===== config.mk =====
export PLATFORM = sky130hd
export DESIGN_NAME = wb_scoreboard
export DESIGN_NICKNAME = d
export VERILOG_FILES = /design/src/rtl/wb_scoreboard_pkg.sv /design/src/rtl/wb_scoreboard_sb_counter.sv /design/src/rtl/wb_scoreboard.sv
export SDC_FILE = /design/constraint.sdc
export NUM_CORES = 1
export LEC_CHECK = 0
export ABC_AREA = 1
export ABC_CLOCK_PERIOD_IN_PS = 9500
export CAP_MARGIN = 0
export CORE_MARGIN = 2
export CORE_UTILIZATION = 50
export CTS_BUF_LIST = sky130_fd_sc_hd__clkbuf_16
export DETAILED_ROUTE_END_ITERATION = 7
export HOLD_SLACK_MARGIN = 0.15
export PLACE_DENSITY_LB_ADDON = 0.08
export SETUP_SLACK_MARGIN = 0.5
export SLEW_MARGIN = 30
export SYNTH_ARGS = -nofsm -noshare
export SYNTH_HDL_FRONTEND = slang
export SYNTH_HIERARCHICAL = 1
export SYNTH_SLANG_ARGS = --single-unit
export TNS_END_PERCENT = 10

===== constraint.sdc =====
create_clock -name clk -period 9.5 [get_ports clk]
set_input_delay 0.95 -clock clk [delete_from_list [all_inputs] [get_ports clk]]
set_output_delay 0.95 -clock clk [all_outputs]
set_load 0.05 [all_outputs]

===== src/rtl/wb_scoreboard_pkg.sv =====
// Shared widths and helpers for the register-write scoreboard beside DE.
// Defaults describe the 32-entry integer register file of the 5-stage pipeline.
package wb_scoreboard_pkg;

    localparam int SB_REGWORDS      = 32;
    localparam int SB_REGNOBITS     = 5;
    localparam int SB_CNTBITS       = 2;
    localparam int SB_RETIRE_BYPASS = 1;
    localparam int SB_INFLIGHT_BITS = 4;
    localparam int SB_TOTAL_BITS    = 16;

    // Clamp the total writer count to the 4-bit inflight field.
    function automatic logic [SB_INFLIGHT_BITS-1:0] sat_inflight(
        input logic [SB_TOTAL_BITS-1:0] total
    );
        logic [SB_TOTAL_BITS-1:0] cap;
        cap = SB_TOTAL_BITS'((1 << SB_INFLIGHT_BITS) - 1);
        if (total > cap) begin
            return cap[SB_INFLIGHT_BITS-1:0];
        end
        return total[SB_INFLIGHT_BITS-1:0];
    endfunction

endpackage


===== src/rtl/wb_scoreboard_sb_counter.sv =====
// Up/down saturating in-flight counter for one tracked destination.
// Simultaneous inc and dec cancel; a lone dec at zero holds and flags underflow.
module sb_counter
    import wb_scoreboard_pkg::*;
#(
    parameter int W = SB_CNTBITS
) (
    input  logic         clk,
    input  logic         reset,
    input  logic         inc_i,
    input  logic         dec_i,
    output logic [W-1:0] count_o,
    output logic         underflow_o
);

    localparam logic [W-1:0] CNT_MAX = '1;

    logic [W-1:0] count_q;
    logic [W-1:0] count_d;

    always_comb begin
        count_d = count_q;
        if (inc_i && !dec_i && count_q != CNT_MAX) begin
            count_d = count_q + W'(1);
        end else if (dec_i && !inc_i && count_q != '0) begin
            count_d = count_q - W'(1);
        end
    end

    always_ff @(posedge clk or negedge reset) begin
        if (!reset) begin
            count_q <= '0;
        end else begin
            count_q <= count_d;
        end
    end

    assign count_o     = count_q;
    assign underflow_o = dec_i && !inc_i && (count_q == '0);

endmodule


===== src/rtl/wb_scoreboard.sv =====
// Register/CSR write scoreboard: tracks writers issued from DE until WB retires them
// and stalls DE while a source operand (or destination counter capacity) is pending.
module wb_scoreboard
    import wb_scoreboard_pkg::*;
#(
    parameter int REGWORDS      = SB_REGWORDS,
    parameter int REGNOBITS     = SB_REGNOBITS,
    parameter int CNTBITS       = SB_CNTBITS,
    parameter int RETIRE_BYPASS = SB_RETIRE_BYPASS
) (
    input  logic                 clk,
    input  logic                 reset,
    input  logic                 de_valid,
    input  logic                 de_flush,
    input  logic [REGNOBITS-1:0] de_rs1,
    input  logic [REGNOBITS-1:0] de_rs2,
    input  logic                 de_use_rs1,
    input  logic                 de_use_rs2,
    input  logic                 de_wr_reg,
    input  logic [REGNOBITS-1:0] de_rd,
    input  logic                 de_rd_csr,
    input  logic                 de_wr_csr,
    input  logic                 wb_wr_reg,
    input  logic [REGNOBITS-1:0] wb_wregno,
    input  logic                 wb_wr_csr,
    output logic                 stall_DE,
    output logic                 issue_fire,
    output logic [REGWORDS-1:0]  busy_vec,
    output logic [3:0]           inflight,
    output logic                 err_underflow
);

    localparam logic [CNTBITS-1:0] CNT_MAX = '1;
    localparam bit                 BYPASS  = (RETIRE_BYPASS != 0);

    logic [CNTBITS-1:0] cnt [REGWORDS];
    logic [CNTBITS-1:0] eff [REGWORDS];
    logic [REGWORDS-1:0] uf_vec;

    logic [CNTBITS-1:0] csr_cnt;
    logic [CNTBITS-1:0] eff_csr;
    logic               csr_uf;

    logic hazard;
    logic capacity;
    logic err_q;
    logic [SB_TOTAL_BITS-1:0] total;

    assign cnt[0]      = '0;
    assign eff[0]      = '0;
    assign uf_vec[0]   = 1'b0;
    assign busy_vec[0] = 1'b0;

    generate
        for (genvar gi = 1; gi < REGWORDS; gi++) begin : g_reg
            logic hit_wb;
            logic hit_de;

            assign hit_wb = wb_wr_reg && (wb_wregno == REGNOBITS'(gi));
            assign hit_de = issue_fire && de_wr_reg && (de_rd == REGNOBITS'(gi));

            sb_counter #(
                .W (CNTBITS)
            ) u_cnt (
                .clk         (clk),
                .reset       (reset),
                .inc_i       (hit_de),
                .dec_i       (hit_wb),
                .count_o     (cnt[gi]),
                .underflow_o (uf_vec[gi])
            );

            // Bypass credits the retiring write early; a stray retire at zero stays zero.
            assign eff[gi]      = (BYPASS && hit_wb && cnt[gi] != '0) ? cnt[gi] - CNTBITS'(1) : cnt[gi];
            assign busy_vec[gi] = (cnt[gi] != '0);
        end
    endgenerate

    sb_counter #(
        .W (CNTBITS)
    ) u_csr_cnt (
        .clk         (clk),
        .reset       (reset),
        .inc_i       (issue_fire && de_wr_csr),
        .dec_i       (wb_wr_csr),
        .count_o     (csr_cnt),
        .underflow_o (csr_uf)
    );

    assign eff_csr = (BYPASS && wb_wr_csr && csr_cnt != '0) ? csr_cnt - CNTBITS'(1) : csr_cnt;

    assign hazard   = (de_use_rs1 && eff[de_rs1] != '0)
                    | (de_use_rs2 && eff[de_rs2] != '0)
                    | (de_rd_csr  && eff_csr     != '0);
    assign capacity = (de_wr_reg && de_rd != '0 && eff[de_rd] == CNT_MAX)
                    | (de_wr_csr && eff_csr == CNT_MAX);

    // Flush only squashes the DE instruction; older tracked writers still retire.
    assign stall_DE   = de_valid && !de_flush && (hazard || capacity);
    assign issue_fire = de_valid && !de_flush && !stall_DE;

    always_comb begin
        total = SB_TOTAL_BITS'(csr_cnt);
        for (int i = 1; i < REGWORDS; i++) begin
            total = total + SB_TOTAL_BITS'(cnt[i]);
        end
    end

    assign inflight = sat_inflight(total);

    always_ff @(posedge clk or negedge reset) begin
        if (!reset) begin
            err_q <= 1'b0;
        end else if ((|uf_vec) || csr_uf) begin
            err_q <= 1'b1;
        end
    end

    assign err_underflow = err_q;

endmodule

# ---- Word-level counts from Yosys, hierarchy flattened
# Index checks and enable logic that the tools add are counted.
dict set report classes {
  add_sub_neg 95
  eq_ne 96
  n_reduce_logical 434
  n_mux 108
  magnitude_cmp 4
  n_bitwise 6
}
# op count
set op_table {}
lappend op_table {{$add A16 B2 Y16} 20}
lappend op_table {{$logic_and A1 B1 Y1} 265}
lappend op_table {{$mux W2} 102}
lappend op_table {{$eq A5 B5 Y1 const B} 32}
lappend op_table {{$reduce_bool A2 Y1} 67}
lappend op_table {{$eq A5 B4 Y1 const B} 16}
lappend op_table {{$logic_not A1 Y1} 66}
lappend op_table {{$add A2 B1 Y2 const B} 32}
lappend op_table {{$logic_not A2 Y1} 32}
lappend op_table {{$ne A2 B2 Y1 const B} 32}
lappend op_table {{$sub A2 B1 Y2 const B} 32}
lappend op_table {{$eq A5 B3 Y1 const B} 8}
lappend op_table {{$reduce_or A31 Y1} 1}
lappend op_table {{$bmux W2 S5} 3}
lappend op_table {{$eq A5 B2 Y1 const B} 4}
lappend op_table {{$ge A6 B6 Y1 const B} 3}
lappend op_table {{$not A5 Y6} 3}
lappend op_table {{$gt A16 B4 Y1 const B} 1}
lappend op_table {{$add A12 B2 Y13} 1}
lappend op_table {{$add A11 B2 Y12} 1}
lappend op_table {{$add A10 B2 Y11} 1}
lappend op_table {{$add A9 B2 Y10} 1}
lappend op_table {{$eq A5 B1 Y1 const B} 2}
lappend op_table {{$add A8 B2 Y9} 1}
lappend op_table {{other kinds (12)} 17}
dict set report totals {
  elab_cells 776
  reg_bits 65
  inputBits 31
}

# ---- Longest topological paths before layout
dict set report logic_depth {
  word_depth 34
  depth_mapped 28
  mapped_depth_nobuf 27
}

# ---- Hierarchy
# The synthesis kept the hierarchy.
# module area_each_um2 seq_area_each_um2 cells_per_inst instances
set modules_own_cells {}
lappend modules_own_cells {wb_scoreboard 6243.5 25.0 1119 1}
lappend modules_own_cells {sb_counter 131.4 50.0 22 32}

# ---- Worst setup path after synthesis
# Ideal clock, no wire load.
dict set report synth_path {
  path_kind {register to output}
  from {register g_reg[4].u_cnt.count_q[1]}
  to {output inflight[2]}
  path_stages_with_launch 24
  arrival_time_ps 7178
  required_time_ps 8550
  path_slack_ps 1372
  cell_sequence {dfrtp_1 -> inv_1 -> fa_1 -> inv_1 -> fa_1 -> fa_1 -> inv_1 -> fa_1 -> inv_1 -> ha_1 -> inv_1 -> fa_1 -> inv_1 -> ha_1 -> inv_1 -> fa_1 -> fa_1 -> fa_1 -> fa_1 -> inv_1 -> ha_1 -> nand2_1 -> inv_1 -> o21ai_0}
}
dict set report synth_between {
  elab_chain_len 31
}
# element line
set synth_rtl {}
lappend synth_rtl {{from (decl)} wb_scoreboard_sb_counter.sv:18} ;# logic [W-1:0] count_q;
lappend synth_rtl {{from (signal assigned)} wb_scoreboard_sb_counter.sv:34} ;# count_q <= count_d;
lappend synth_rtl {{$add A5 B2 Y6 (*)} wb_scoreboard.sv:105} ;# total = total + SB_TOTAL_BITS'(cnt[i]);
lappend synth_rtl {{$add A6 B2 Y7 (*)} wb_scoreboard.sv:105}
lappend synth_rtl {{$add A7 B2 Y8 (*)} wb_scoreboard.sv:105}
lappend synth_rtl {{$add A8 B2 Y9 (*)} wb_scoreboard.sv:105}
lappend synth_rtl {{$add A9 B2 Y10 (*)} wb_scoreboard.sv:105}
lappend synth_rtl {{$add A10 B2 Y11 (*)} wb_scoreboard.sv:105}
lappend synth_rtl {{$add A11 B2 Y12 (*)} wb_scoreboard.sv:105}
lappend synth_rtl {{$add A12 B2 Y13 (*)} wb_scoreboard.sv:105}
lappend synth_rtl {{$add A16 B2 Y16 (*) (20 in a row)} wb_scoreboard.sv:105}
lappend synth_rtl {{$gt A16 B4 Y1} wb_scoreboard_pkg.sv:18} ;# if (total > cap) begin
lappend synth_rtl {{$mux W1} wb_scoreboard_pkg.sv:18}
lappend synth_rtl {{$mux W4 (*)} wb_scoreboard_pkg.sv:21} ;# return total[SB_INFLIGHT_BITS-1:0];
lappend synth_rtl {{to (decl)} wb_scoreboard.sv:29} ;# output logic [3:0] inflight,
# Every way passes the cells marked *; elsewhere a longest branch is shown, timed or not.

# ---- Worst setup path after layout
# Ends and elaborated chain as after synthesis.

==> reports/qor.txt <==
Post-route antenna net violation count - 0
Cell depth of the worst setup path - 28
Final cycle utilization of the critical path - 92.41%
Post-layout net count - 2032
Synth Instances - 1823
First-pass GRT wire length - 57.13 mm
Seq/Total Area, Yosys - 15.57%
Layout cells sized above 1 - 7.331%
DRC - 0
Top_reg_cell synth - dfrtp_1
R2R cell count - 22
Initial DRC count - 1238
Most common cell in the netlist - nand2_1
Synth top area share - 22.20%
Synth cell types - 37
Die area - 0.02207 mm^2
Initial antenna violation count - 1
Actual slew at the worst max-slew pin - 1.013 ns
Area grow syn2layout - 12.05%
Largest net degree at the start of global routing - 66
Final Hold Viols - 0
Most frequent cell on the critical path - fa_1
Met2 GRT Util - 52.57%
Dpl ws - 0.6015 ns
PnR worst setup slack - 0.7215 ns
Critical Path AT - 7.83 ns
Synth cell count leaders - 618 x nand2_1, 355 x inv_1, 212 x nand3_1
Crit-path leading delay family - adder cells
Core area - 0.02036 mm^2
Final Slew Violations - 0
Global route hottest layer - met2
Hold Path Depth - 2
Adder-Cell Fraction of Synth Area - 17.20%
Cell taking the most area after synthesis - nand2_1
FMAX - 0.1139 GHz
Synth area leaders - nand2_1 22%, dfrtp_1 16%, inv_1 13%
Worst hold path class - register to register
DR vias/cell - 5.391
GRT Resource Usage Total - 34.28%
Via count - 11680
Post-Synth Simple-Gate Area - 47.93%
CTS tree - yes
Met3 usage - 5.890%
MaxCap Viol Count - 0
Synthesized area - 0.01045 mm^2
Clk pin slew, worst setup/hold paths - 0.06 ns
RSZ-0062 raised after global routing - false
CTS sink cnt - 65
Vias in the first global route - 10470
Slew headroom - 32.19%
Total CTS buffers - 9
Io pins - 70
Fin Clk Skew - 0.008543 ns
PortBufs - 68
HPWL after DPL - 30.43 mm
Outcome - finished, final reports clean
Mean post-synth cell area - 5.731 um^2
FF+latch count, synth - 65
Worst EP required - 8.55 ns
Tmin final - 8.778 ns
Die Ht - 148.6 um
CP peak stage delay - 0.61 ns
Post-synth EDFFs - 0
Setup TNS - 0 ns
Filler Cell Count - 2093
Area of the multi-input gates - 0.007237 mm^2
Per-cell routed wire length - 17.26 um
Worst Setup End Kind - primary output
Drt pass-1 iters - 6
Clock Tree Root - clkbuf_16
Buf+Inv Stages, Crit Path - 9
Grt ovf - 0
H-tree lvl count - 3
Crit path launch type - register
Syn Nets - 1964
Clock Path Buffers - 2
Clk_lat worst skew - 0.35 ns
Endpoints failing setup - 0
Starting density of the core - 51.30%
Hold Buf Count CTS - 0
Final WL - 37.38 mm
Largest family of logic cells by synthesized area - simple AND/OR/NAND/NOR gates
Critical path fanouts, max - 4
Synth Area in XOR/XNOR - 0.5868%
Post-synthesis mux area share - 0%
Row count - 52
Met1 Usage GRT - 47.45%
Die W - 148.6 um
Slowest stage cell, crit path - fa_1
Reg area - 0.001627 mm^2
ANT cells - 0
Async SR Flop Fraction - 100.0%
Critical path class - register to primary output
Ys Warns - 6
RePlAce Congestion - 1.034
Post-synthesis compound-gate area fraction - 3.425%
[repair_timing]
| action | 4_1_cts | 5_1_grt |
|---|---|---|
| setup buffers | 0 | 2 |
| setup endpoints to repair | 4 | 4 |
| resized for setup | 2 | 13 |
[worst reg2reg max path: stages (launching register included)]
cell     delay [ns]
dfrtp_1        0.42
inv_1          0.11
ha_1           0.20
inv_1          0.12
nand3_1        0.16
o21ai_0        0.35
nand3_1        0.20
nand3_1        0.14
nand2_1        0.07
nand2_1        0.06
nand3_1        0.06
nand2_1        0.15
nand2_1        0.07
nand3_1        0.12
nand4_2        0.63
nor2_2         0.39
inv_1          0.07
nand2_1        0.08
nor2_1         0.10
nor4_1         0.77
nand4_1        0.49
nor4_1         0.51
nand4_1        0.13
[per-layer routing]
metal	share of wire [%]	routed length (um)	up-vias
li1	-	-	5710
met1	42	15740	5273
met2	43	15930	574
met3	10	3859	120
met4	4.9	1849	0
met5	0	0	-
[cells in the final DEF, fill, tap and decap left out, drive strengths merged, types with 2 or more instances in the layout]
cell / netlist / final
nor2: 211 / 211
nor3: 4 / 4
o21ai: 16 / 16
inv: 393 / 396
nand4: 59 / 59
nand2: 654 / 654
ha: 54 / 54
nor4: 7 / 7
o211ai: 5 / 5
nand3: 212 / 212
a31oi: 2 / 2
clkdlybuf4s50: 0 / 63
a21oi: 35 / 35
fa: 56 / 56
clkbuf: 15 / 12
xnor2: 3 / 3
dfrtp: 65 / 65
and2: 8 / 8
clkinv: 0 / 3
a21o: 2 / 2
buf: 8 / 14
a21boi: 4 / 4
xor2: 4 / 4
[flip-flops by register name, indices dropped and copies added (netlist names)]
register and count:
u_csr_cnt/count_o 2, err_underflow 1, g.u_cnt/count_o 62
[layout make-up]
cell class | instances | area share, %
multi-input combinational | 1342 | 61.82
clock buffer | 9 | 1.924
sequential | 65 | 13.89
inverter | 393 | 12.60
clock inverter | 7 | 0.4703
timing repair buffer | 80 | 6.402
tap | 270 | 2.886
[path summary, 6_finish.rpt]
path | startpoint | end | slack, ns
worst max-delay path | g_reg[4].u_cnt/count_o[1]$_DFFE_PN0P_ | inflight[2] | 0.72
worst min-delay path | err_underflow$_DFFE_PN0P_ | err_underflow$_DFFE_PN0P_ | 0.50
worst max register to register | g_reg[3].u_cnt/count_o[0]$_DFFE_PN0P_ | err_underflow$_DFFE_PN0P_ | 3.95
worst min register to register | err_underflow$_DFFE_PN0P_ | err_underflow$_DFFE_PN0P_ | 0.50
max in group asynchronous | reset | g_reg[8].u_cnt/count_o[0]$_DFFE_PN0P_ | 8.31
min in group asynchronous | reset | g_reg[31].u_cnt/count_o[0]$_DFFE_PN0P_ | 0.70
[kinds of logic (layout without fill, tap and decap cells)]
group / after synthesis / count (layout)
simple gates: 1159 / 1159
buf+inv: 416 / 489
other cells: 1 / 1
compound gates: 65 / 65
fa+ha+maj: 110 / 110
flops: 65 / 65
xor+xnor: 7 / 7
[metrics by stage]
step                hold WS, ns  cells  area (um^2)  utilization, %
floorplan                0.5420   1823        10450               -
global placement         0.4862   2148        11420           56.06
detailed placement       0.4829   2148        11420           56.08
CTS                      0.4967   2164        11700           57.44
global route             0.5057   2166        11710           57.48
finish                   0.4989   2166        11710           57.48
Power is left out: the tool's default activity adds up to more than one toggle a clock period on the data nets, which glitch-free logic cannot reach.
